--- config.mk ---
export PLATFORM = sky130hd
export DESIGN_NAME = lif_neuron_array
export DESIGN_NICKNAME = d
export VERILOG_FILES = /design/src/rtl/lif_neuron_array.sv
export SDC_FILE = /design/constraint.sdc
export NUM_CORES = 1
export LEC_CHECK = 0
export ABC_AREA = 1
export BUFFER_PORTS_ARGS = -buffer_cell sky130_fd_sc_hd__buf_2
export CORE_ASPECT_RATIO = 0.9
export CORE_UTILIZATION = 35
export DETAILED_ROUTE_END_ITERATION = 12
export SYNTH_ARGS = -nofsm -noshare
export SYNTH_HDL_FRONTEND = slang
export SYNTH_SLANG_ARGS = --single-unit
--- constraint.sdc ---
create_clock -name clk -period 5.05 [get_ports clk]
set_input_delay 1.01 -clock clk [delete_from_list [all_inputs] [get_ports clk]]
set_output_delay 1.01 -clock clk [all_outputs]
set_load 0.01 [all_outputs]
--- src/rtl/lif_neuron_array.sv ---
// Time-multiplexed array of leaky integrate-and-fire neurons: one shared
// decay/integrate/compare datapath walks the channels once per accepted timestep.
module lif_neuron_array #(
  parameter int N_CH     = 4,
  parameter int WIDTH    = 8,
  parameter int REFRAC_W = 4,
  parameter int CNT_W    = 16,
  parameter int SEL_W    = (N_CH > 1) ? $clog2(N_CH) : 1
) (
  input  logic                    clk,
  input  logic                    rst_n,
  input  logic                    step_valid,
  output logic                    step_ready,
  input  logic [N_CH*WIDTH-1:0]   current,
  input  logic [WIDTH-1:0]        threshold,
  input  logic [2:0]              leak_shift,
  input  logic                    reset_mode,
  input  logic [REFRAC_W-1:0]     refrac_len,
  output logic                    out_valid,
  input  logic                    out_ready,
  output logic [N_CH-1:0]         spikes,
  input  logic [SEL_W-1:0]        mem_rd_sel,
  output logic [WIDTH-1:0]        mem_rd_data,
  output logic [CNT_W-1:0]        spike_total,
  output logic [1:0]              state_dbg
);

  // Handshakes: a transfer happens on a rising edge where valid and ready are
  // both high; step_ready is high only in IDLE, out_valid only in DONE.
  typedef enum logic [1:0] {IDLE = 2'd0, PROC = 2'd1, DONE = 2'd2} state_t;

  localparam logic [SEL_W-1:0] LAST_CH = SEL_W'(N_CH - 1);
  localparam logic [SEL_W:0]   NCH_L   = (SEL_W + 1)'(N_CH);

  state_t               state_q;
  logic [SEL_W-1:0]     ch_idx_q;
  logic [WIDTH-1:0]     cur_q [N_CH];
  logic [WIDTH-1:0]     mem_q [N_CH];
  logic [REFRAC_W-1:0]  ref_q [N_CH];
  logic [WIDTH-1:0]     thr_q;
  logic [2:0]           leak_q;
  logic                 mode_q;
  logic [REFRAC_W-1:0]  rlen_q;
  logic [N_CH-1:0]      spikes_q;
  logic [CNT_W-1:0]     total_q;
  logic                 step_ready_q;
  logic                 out_valid_q;

  logic [WIDTH-1:0]     cur_u;
  logic [REFRAC_W-1:0]  cur_r;
  logic [WIDTH-1:0]     cur_i;
  logic [WIDTH-1:0]     decay;
  logic [WIDTH:0]       sum;
  logic [WIDTH-1:0]     sat;
  logic                 in_refrac;
  logic                 fire;
  logic [WIDTH-1:0]     mem_d;
  logic [REFRAC_W-1:0]  ref_d;
  logic [CNT_W-1:0]     total_d;

  // Datapath for the channel currently selected by ch_idx_q.
  always_comb begin
    cur_u     = mem_q[ch_idx_q];
    cur_r     = ref_q[ch_idx_q];
    cur_i     = cur_q[ch_idx_q];
    decay     = (leak_q == 3'd0) ? cur_u : cur_u - (cur_u >> leak_q);
    sum       = {1'b0, decay} + {1'b0, cur_i};
    sat       = sum[WIDTH] ? '1 : sum[WIDTH-1:0];
    in_refrac = (cur_r != '0);
    fire      = !in_refrac && (sat >= thr_q);
    mem_d     = sat;
    ref_d     = '0;
    if (in_refrac) begin
      mem_d = decay;
      ref_d = cur_r - REFRAC_W'(1);
    end else if (fire) begin
      mem_d = mode_q ? sat - thr_q : '0;
      ref_d = rlen_q;
    end
    total_d = (fire && (total_q != '1)) ? total_q + CNT_W'(1) : total_q;
  end

  always_ff @(posedge clk or posedge rst_n) begin
    if (rst_n) begin
      state_q      <= IDLE;
      ch_idx_q     <= '0;
      thr_q        <= '0;
      leak_q       <= '0;
      mode_q       <= 1'b0;
      rlen_q       <= '0;
      spikes_q     <= '0;
      total_q      <= '0;
      step_ready_q <= 1'b1;
      out_valid_q  <= 1'b0;
      for (int i = 0; i < N_CH; i++) begin
        cur_q[i] <= '0;
        mem_q[i] <= '0;
        ref_q[i] <= '0;
      end
    end else begin
      case (state_q)
        IDLE: begin
          if (step_valid) begin
            for (int i = 0; i < N_CH; i++) cur_q[i] <= current[i*WIDTH +: WIDTH];
            thr_q        <= threshold;
            leak_q       <= leak_shift;
            mode_q       <= reset_mode;
            rlen_q       <= refrac_len;
            ch_idx_q     <= '0;
            spikes_q     <= '0;
            step_ready_q <= 1'b0;
            state_q      <= PROC;
          end
        end
        PROC: begin
          mem_q[ch_idx_q]    <= mem_d;
          ref_q[ch_idx_q]    <= ref_d;
          spikes_q[ch_idx_q] <= fire;
          total_q            <= total_d;
          if (ch_idx_q == LAST_CH) begin
            ch_idx_q    <= '0;
            out_valid_q <= 1'b1;
            state_q     <= DONE;
          end else begin
            ch_idx_q <= ch_idx_q + SEL_W'(1);
          end
        end
        DONE: begin
          if (out_ready) begin
            out_valid_q  <= 1'b0;
            step_ready_q <= 1'b1;
            state_q      <= IDLE;
          end
        end
        default: begin
          out_valid_q  <= 1'b0;
          step_ready_q <= 1'b1;
          state_q      <= IDLE;
        end
      endcase
    end
  end

  assign step_ready  = step_ready_q;
  assign out_valid   = out_valid_q;
  assign spikes      = spikes_q;
  assign spike_total = total_q;
  assign state_dbg   = state_q;
  // Out-of-range selects (non power-of-two N_CH) read back as zero.
  assign mem_rd_data = ({1'b0, mem_rd_sel} < NCH_L) ? mem_q[mem_rd_sel] : '0;

endmodule

==> results.cfg, run 1 <==
[run_status]
status = finished with violations
violations = setup timing

[critical_path]
start_kind = flip-flop
endpoint_kind = flip-flop
cp.arrival_ns = 5.49
worstSetupPathType = flip-flop to flip-flop
cp.required_ns = 5.40
path_max_fanout = 13
cpPeakStageDelay_ns = 0.47
slowest_stage = dfrtp_2
cp_common_cell = buf_4

[sta]
period_minus_slack_ns = 5.13
fin_skew_ns = 0.00974
setup-violations-final = 16
rsz0062_at_grt = yes
hold_viol_final = 0
clock.fmax_mhz = 195
relSlewSlack = 0.322
worstMarginPinSlew_ns = 1.02
finalMaxSlewViolations = 0
finalCritPeriodShare = 1.02
fin_ws_ns = -0.0843

[hold_path]
hp-class = flip-flop to flip-flop

[global_route]
track_usage = 0.216
grt_pass1_wl_mm = 37.1
grt_overflow = 0
grt_max_degree = 63
grt_pass1_vias = 7369
antenna_found_initial = 0

[route]
antenna_left = 0
firstDrtPassIters = 5
viasPerCell = 4.91
wl_per_cell_um = 14.9
drtIter0Drc = 470
remaining_drc_errors = 0
vias = 7672
wirelength_mm = 23.3

[yosys]
ys_seq_area_frac = 0.408
ys_ff_latch = 122
avgSynthCellArea_sq_um = 7.12
netlist_instances = 1053
yosys_warnings = 0
syn_nets = 1139
netlist_area_sq_mm = 0.00749
synth.distinct_cells = 41

[finish]
multiInputGateArea_sq_mm = 0.00442
register_area_sq_mm = 0.00306
synthToLayoutAreaGrowth_pct = 37.8
nets = 1348
drive_gt1_frac = 0.302
nFillCells = 2118
diodes = 0

[die]
fp.dieH_um = 141
rows = 50
dieArea_sq_mm = 0.0220
design.core.area_sq_mm = 0.0209
num_io_pins = 86
dieWidth_um = 156
start_util = 0.359

[clock_network]
clock_latency_ns = 0.42
htree_levels = 4
cts_sinks = 122
clk_pin_slew_worst_paths_ns = 0.06
cts_buffers = 17
cts_hold_buf = 0
cts-root-buf = clkbuf_16
cts_tree = built
ctsLongestPathBuffers = 2

[placement]
dp_slack_ns = -0.346
io_buffers = 85
dpl.hpwl_mm = 16.0
routabilityCongestion = 0.898

[flow_run]
drv_cap = 0
==> layout by cell type (no fill, tap or decap), types with 5 or more instances in the layout <==
master | synthesis | layout
nand2_1 | 416 | 389
buf_4 | 1 | 131
dfrtp_1 | 121 | 120
buf_2 | 2 | 85
inv_1 | 88 | 75
o21ai_0 | 89 | 66
nor2_1 | 66 | 62
nand3_1 | 78 | 59
nand2_2 | 4 | 29
o21ai_1 | 5 | 20
nand3_2 | 3 | 19
ha_1 | 29 | 18
clkbuf_16 | 0 | 17
inv_2 | 4 | 15
o22ai_1 | 17 | 15
xor2_1 | 13 | 13
a21oi_1 | 23 | 13
nand4_1 | 12 | 12
o21ai_2 | 2 | 10
ha_4 | 0 | 10
xnor2_1 | 9 | 8
a21oi_2 | 0 | 7
buf_6 | 3 | 7
clkinvlp_4 | 0 | 6
nand2_4 | 3 | 5
==> synthesized netlist by cell type, drive strengths merged <==
cell      n  area share
nor2     67       0.036
a32oi     1      0.0012
dfstp     1      0.0035
xor2     13       0.015
a22o      1      0.0012
clkinv    2      0.0010
nand3    82       0.058
o221ai    1      0.0012
buf       6      0.0068
nor3      6      0.0055
nor4      3      0.0025
dfrtp   121        0.40
clkbuf   30       0.015
nor3b     1      0.0010
o21a      2      0.0020
xnor2     9       0.011
nand2   423        0.22
fa        3      0.0080
o211ai    4      0.0040
ha       29       0.048
or2       2      0.0017
o21ai    96       0.065
and2      1     0.00084
inv      94       0.048
nand4    13       0.012
o21bai    2      0.0020
o22ai    17       0.014
a21oi    23       0.015
==> path summary, 6_finish.rpt <==
kind,start,end,slack [ns],cells after the start
max in group asynchronous,rst_n,step_ready,3.38,3
worst max register to register,ch_idx_q[0],spike_total[14],-0.08,31
worst min-delay path,step_ready,step_ready,0.47,2
min in group asynchronous,rst_n,leak_q[0],0.67,2
worst min register to register,step_ready,step_ready,0.47,2
worst max-delay path,ch_idx_q[0],spike_total[14],-0.08,31
==> state kept, by name, summed over array words and instances (netlist names), 3 cells and up <==
signal and flops:
rlen_q 4, spike_total 16, ref_q 16, mem_q 32
spikes 4, cur_q 32, leak_q 3, thr_q 8
==> final cells by class <==
type                            count  area share
Clock inverter                     13      0.0138
Multi-Input combinational cell    799       0.428
Timing Repair Buffer              225       0.147
Timing Repair inverter              1    0.000364
Sequential cell                   122       0.296
Clock buffer                       19      0.0429
Inverter                           96      0.0370
Tap cell                          286      0.0347
==> worst max-delay path, delay by kind of cell (launching register included) <==
family	cells	cell delay (ns)
compound gates	3	0.46
fa+ha+maj	3	1.17
buf+inv	11	1.35
flops	1	0.47
simple gates	14	1.58
==> timing repair <==
action / 4_1_cts / 5_1_grt
setup buffers: 18 / 12
pin swaps: 16 / 34
resized for setup: 55 / 91
gates cloned: 2 / 0
setup endpoints to repair: 68 / 68
==> kinds of logic after synthesis <==
family | Yosys count | synth area share
AOI/OAI and AO/OA | 147 | 0.106
xor gates and xnor gates | 22 | 0.0257
adders and majority gates | 32 | 0.0564
buffers and inverters | 132 | 0.0706
DFF | 122 | 0.408
and+or+nand+nor | 598 | 0.334
==> stage by stage <==
step | cell area [sq um] | util | hold slack, ns | TNS, ns | std cells
detailed placement | 8980 | 0.430 | 0.461 | -16.19 | 1497
CTS | 9910 | 0.474 | 0.476 | 0 | 1549
finish | 10300 | 0.494 | 0.471 | -0.700 | 1561
floorplan | 7530 | - | 0.444 | 0 | 1053
global placement | 8980 | 0.430 | 0.458 | -10.95 | 1497
global route | 10300 | 0.494 | 0.486 | -20.98 | 1561
==> routing by layer <==
metal	routed length, um	vias up	part of all wire	global-route usage
met5	0	-	0	0
met4	574	0	0.025	0.0759
met3	1320	39	0.056	0.0403
met2	10600	219	0.46	0.337
met1	10800	3595	0.46	0.299
li1	-	3819	-	-
Power of run 1 is left out: the tool's default activity adds up to more than one toggle a clock period on the data nets, which glitch-free logic cannot reach.
==> run 2: changes to the inputs <==
--- a/config.mk
+++ b/config.mk
@@ -13,3 +13,4 @@
 export SYNTH_ARGS = -nofsm -noshare
 export SYNTH_HDL_FRONTEND = slang
 export SYNTH_SLANG_ARGS = --single-unit
+export TNS_END_PERCENT = 1
==> results.cfg, run 2 (synthesis gave the netlist of run 1 again) <==
[run_status]
status = finished with violations
violations = setup timing

[clock_network]
clk_pin_slew_worst_paths_ns = 0.06
cts-root-buf = clkbuf_16
clock_latency_ns = 0.42
htree_levels = 4
cts_sinks = 122
ctsLongestPathBuffers = 2
cts_hold_buf = 0
cts_buffers = 17
cts_tree = built

[route]
viasPerCell = 4.85
antenna_left = 0
vias = 7523
wl_per_cell_um = 14.7
wirelength_mm = 22.8
drtIter0Drc = 497
remaining_drc_errors = 0
firstDrtPassIters = 5

[critical_path]
cp.arrival_ns = 5.47
cp_common_cell = inv_2
cpPeakStageDelay_ns = 0.48
crit_start = ch_idx_q[0]
start_kind = flip-flop
worstReg2RegEnd = spike_total[0]
endpoint_kind = flip-flop
slowest_stage = dfrtp_2
path_max_fanout = 8
reg2reg_slack_ns = -0.07
r2r-start = ch_idx_q[0]
worstSetupPathType = flip-flop to flip-flop
cp.required_ns = 5.39
rr_worst_depth = 36

[global_route]
antenna_found_initial = 0
grt_pass1_wl_mm = 36.9
grt_max_degree = 63
grt_overflow = 0
grt_pass1_vias = 7309
track_usage = 0.215

[hold_path]
min_from = step_ready
holdPathStages = 2
min_to = step_ready
hp-class = flip-flop to flip-flop

[die]
dieWidth_um = 156
num_io_pins = 86
start_util = 0.359
design.core.area_sq_mm = 0.0209
rows = 50
fp.dieH_um = 141
dieArea_sq_mm = 0.0220

[sta]
rsz0062_at_grt = yes
period_minus_slack_ns = 5.12
setup-violations-final = 15
clock.fmax_mhz = 195
fin_ws_ns = -0.0738
worstMarginPinSlew_ns = 1.02
finalCritPeriodShare = 1.01
relSlewSlack = 0.322
finalMaxSlewViolations = 0
fin_skew_ns = 0.00755
hold_viol_final = 0

[finish]
top_regs = cur_q (32), mem_q (32)
final_common_cell = nand2_1
synthToLayoutAreaGrowth_pct = 34.6
final_cells = 1551
nFillCells = 2149
final_cell_mix = 399 x nand2_1, 122 x buf_4, 120 x dfrtp_1
nets = 1338
drive_gt1_frac = 0.278
diodes = 0

[flow_run]
drv_cap = 0

[placement]
io_buffers = 85
routabilityCongestion = 0.898
dp.cells = 1497
dpl.hpwl_mm = 16.0
==> run 2: cell count changes in the layout (fill, tap and decap cells not counted), moves of 4 or more <==
cell	delta
buf_4	-9
inv_1	+4
inv_2	-4
nand2_1	+10
nand2_2	-9
nand3_1	+6
==> run 2: worst max path at each step <==
stage / end / slack, ns / depth (start not counted)
finish: spike_total[0] / -0.07 / 36
detailed placement: spike_total[12] / -0.35 / 35
global placement: spike_total[12] / -0.29 / 35
CTS: spike_total[14] / -0.06 / 33
floorplan: spike_total[13] / 0.007 / 33
global route: spike_total[14] / -0.37 / 35
==> run 2: layout make-up <==
cell class / instances / area [sq um] / share of cell area
Clock buffer: 19 / 443 / 0.0439
Clock inverter: 13 / 143 / 0.0141
Inverter: 96 / 382 / 0.0378
Multi-Input combinational cell: 799 / 4270 / 0.423
Sequential cell: 122 / 3060 / 0.303
Tap cell: 286 / 358 / 0.0355
Timing Repair Buffer: 215 / 1440 / 0.143
Timing Repair inverter: 1 / 3.75 / 0.000372
==> run 2: routing by layer <==
| metal | share of wire | wire length [um] | vias up | track usage |
|---|---|---|---|---|
| met5 | 0 | 0 | - | 0 |
| met2 | 0.45 | 10200 | 207 | 0.334 |
| li1 | - | - | 3801 | - |
| met1 | 0.47 | 10800 | 3478 | 0.298 |
| met4 | 0.024 | 546 | 0 | 0.0738 |
| met3 | 0.056 | 1280 | 37 | 0.0403 |
==> run 2: what timing repair did <==
action,4_1_cts,5_1_grt
gates resized for setup,42,71
endpoints found under the setup margin,68,68
setup buffers,13,7
pin swaps,15,28
cloned,2,0
==> run 2: per-stage QoR <==
step | hold WS (ns) | setup TNS [ns] | area, sq um | worst slack (ns) | utilization
3_5_place_dp | 0.461 | -16.19 | 8980 | -0.346 | 0.430
6_report | 0.472 | -0.504 | 10100 | -0.0738 | 0.483
5_1_grt | 0.487 | -17.94 | 10100 | -0.369 | 0.483
3_3_place_gp | 0.458 | -10.95 | 8980 | -0.291 | 0.430
4_1_cts | 0.476 | -1.22 | 9820 | -0.0628 | 0.470
2_1_floorplan | 0.444 | 0 | 7530 | 0.00742 | -
==> run 2: critical path, delay by kind of cell (launching register included) <==
kind / cells / cell delay [ns]
flip-flops: 1 / 0.48
adder cells (fa/ha/maj): 5 / 1.35
AND/OR/NAND/NOR: 16 / 1.58
buffers and inverters: 8 / 0.74
AO/OA/AOI/OAI: 5 / 0.58
XOR/XNOR: 2 / 0.32
Power of run 2 is left out for the same reason.
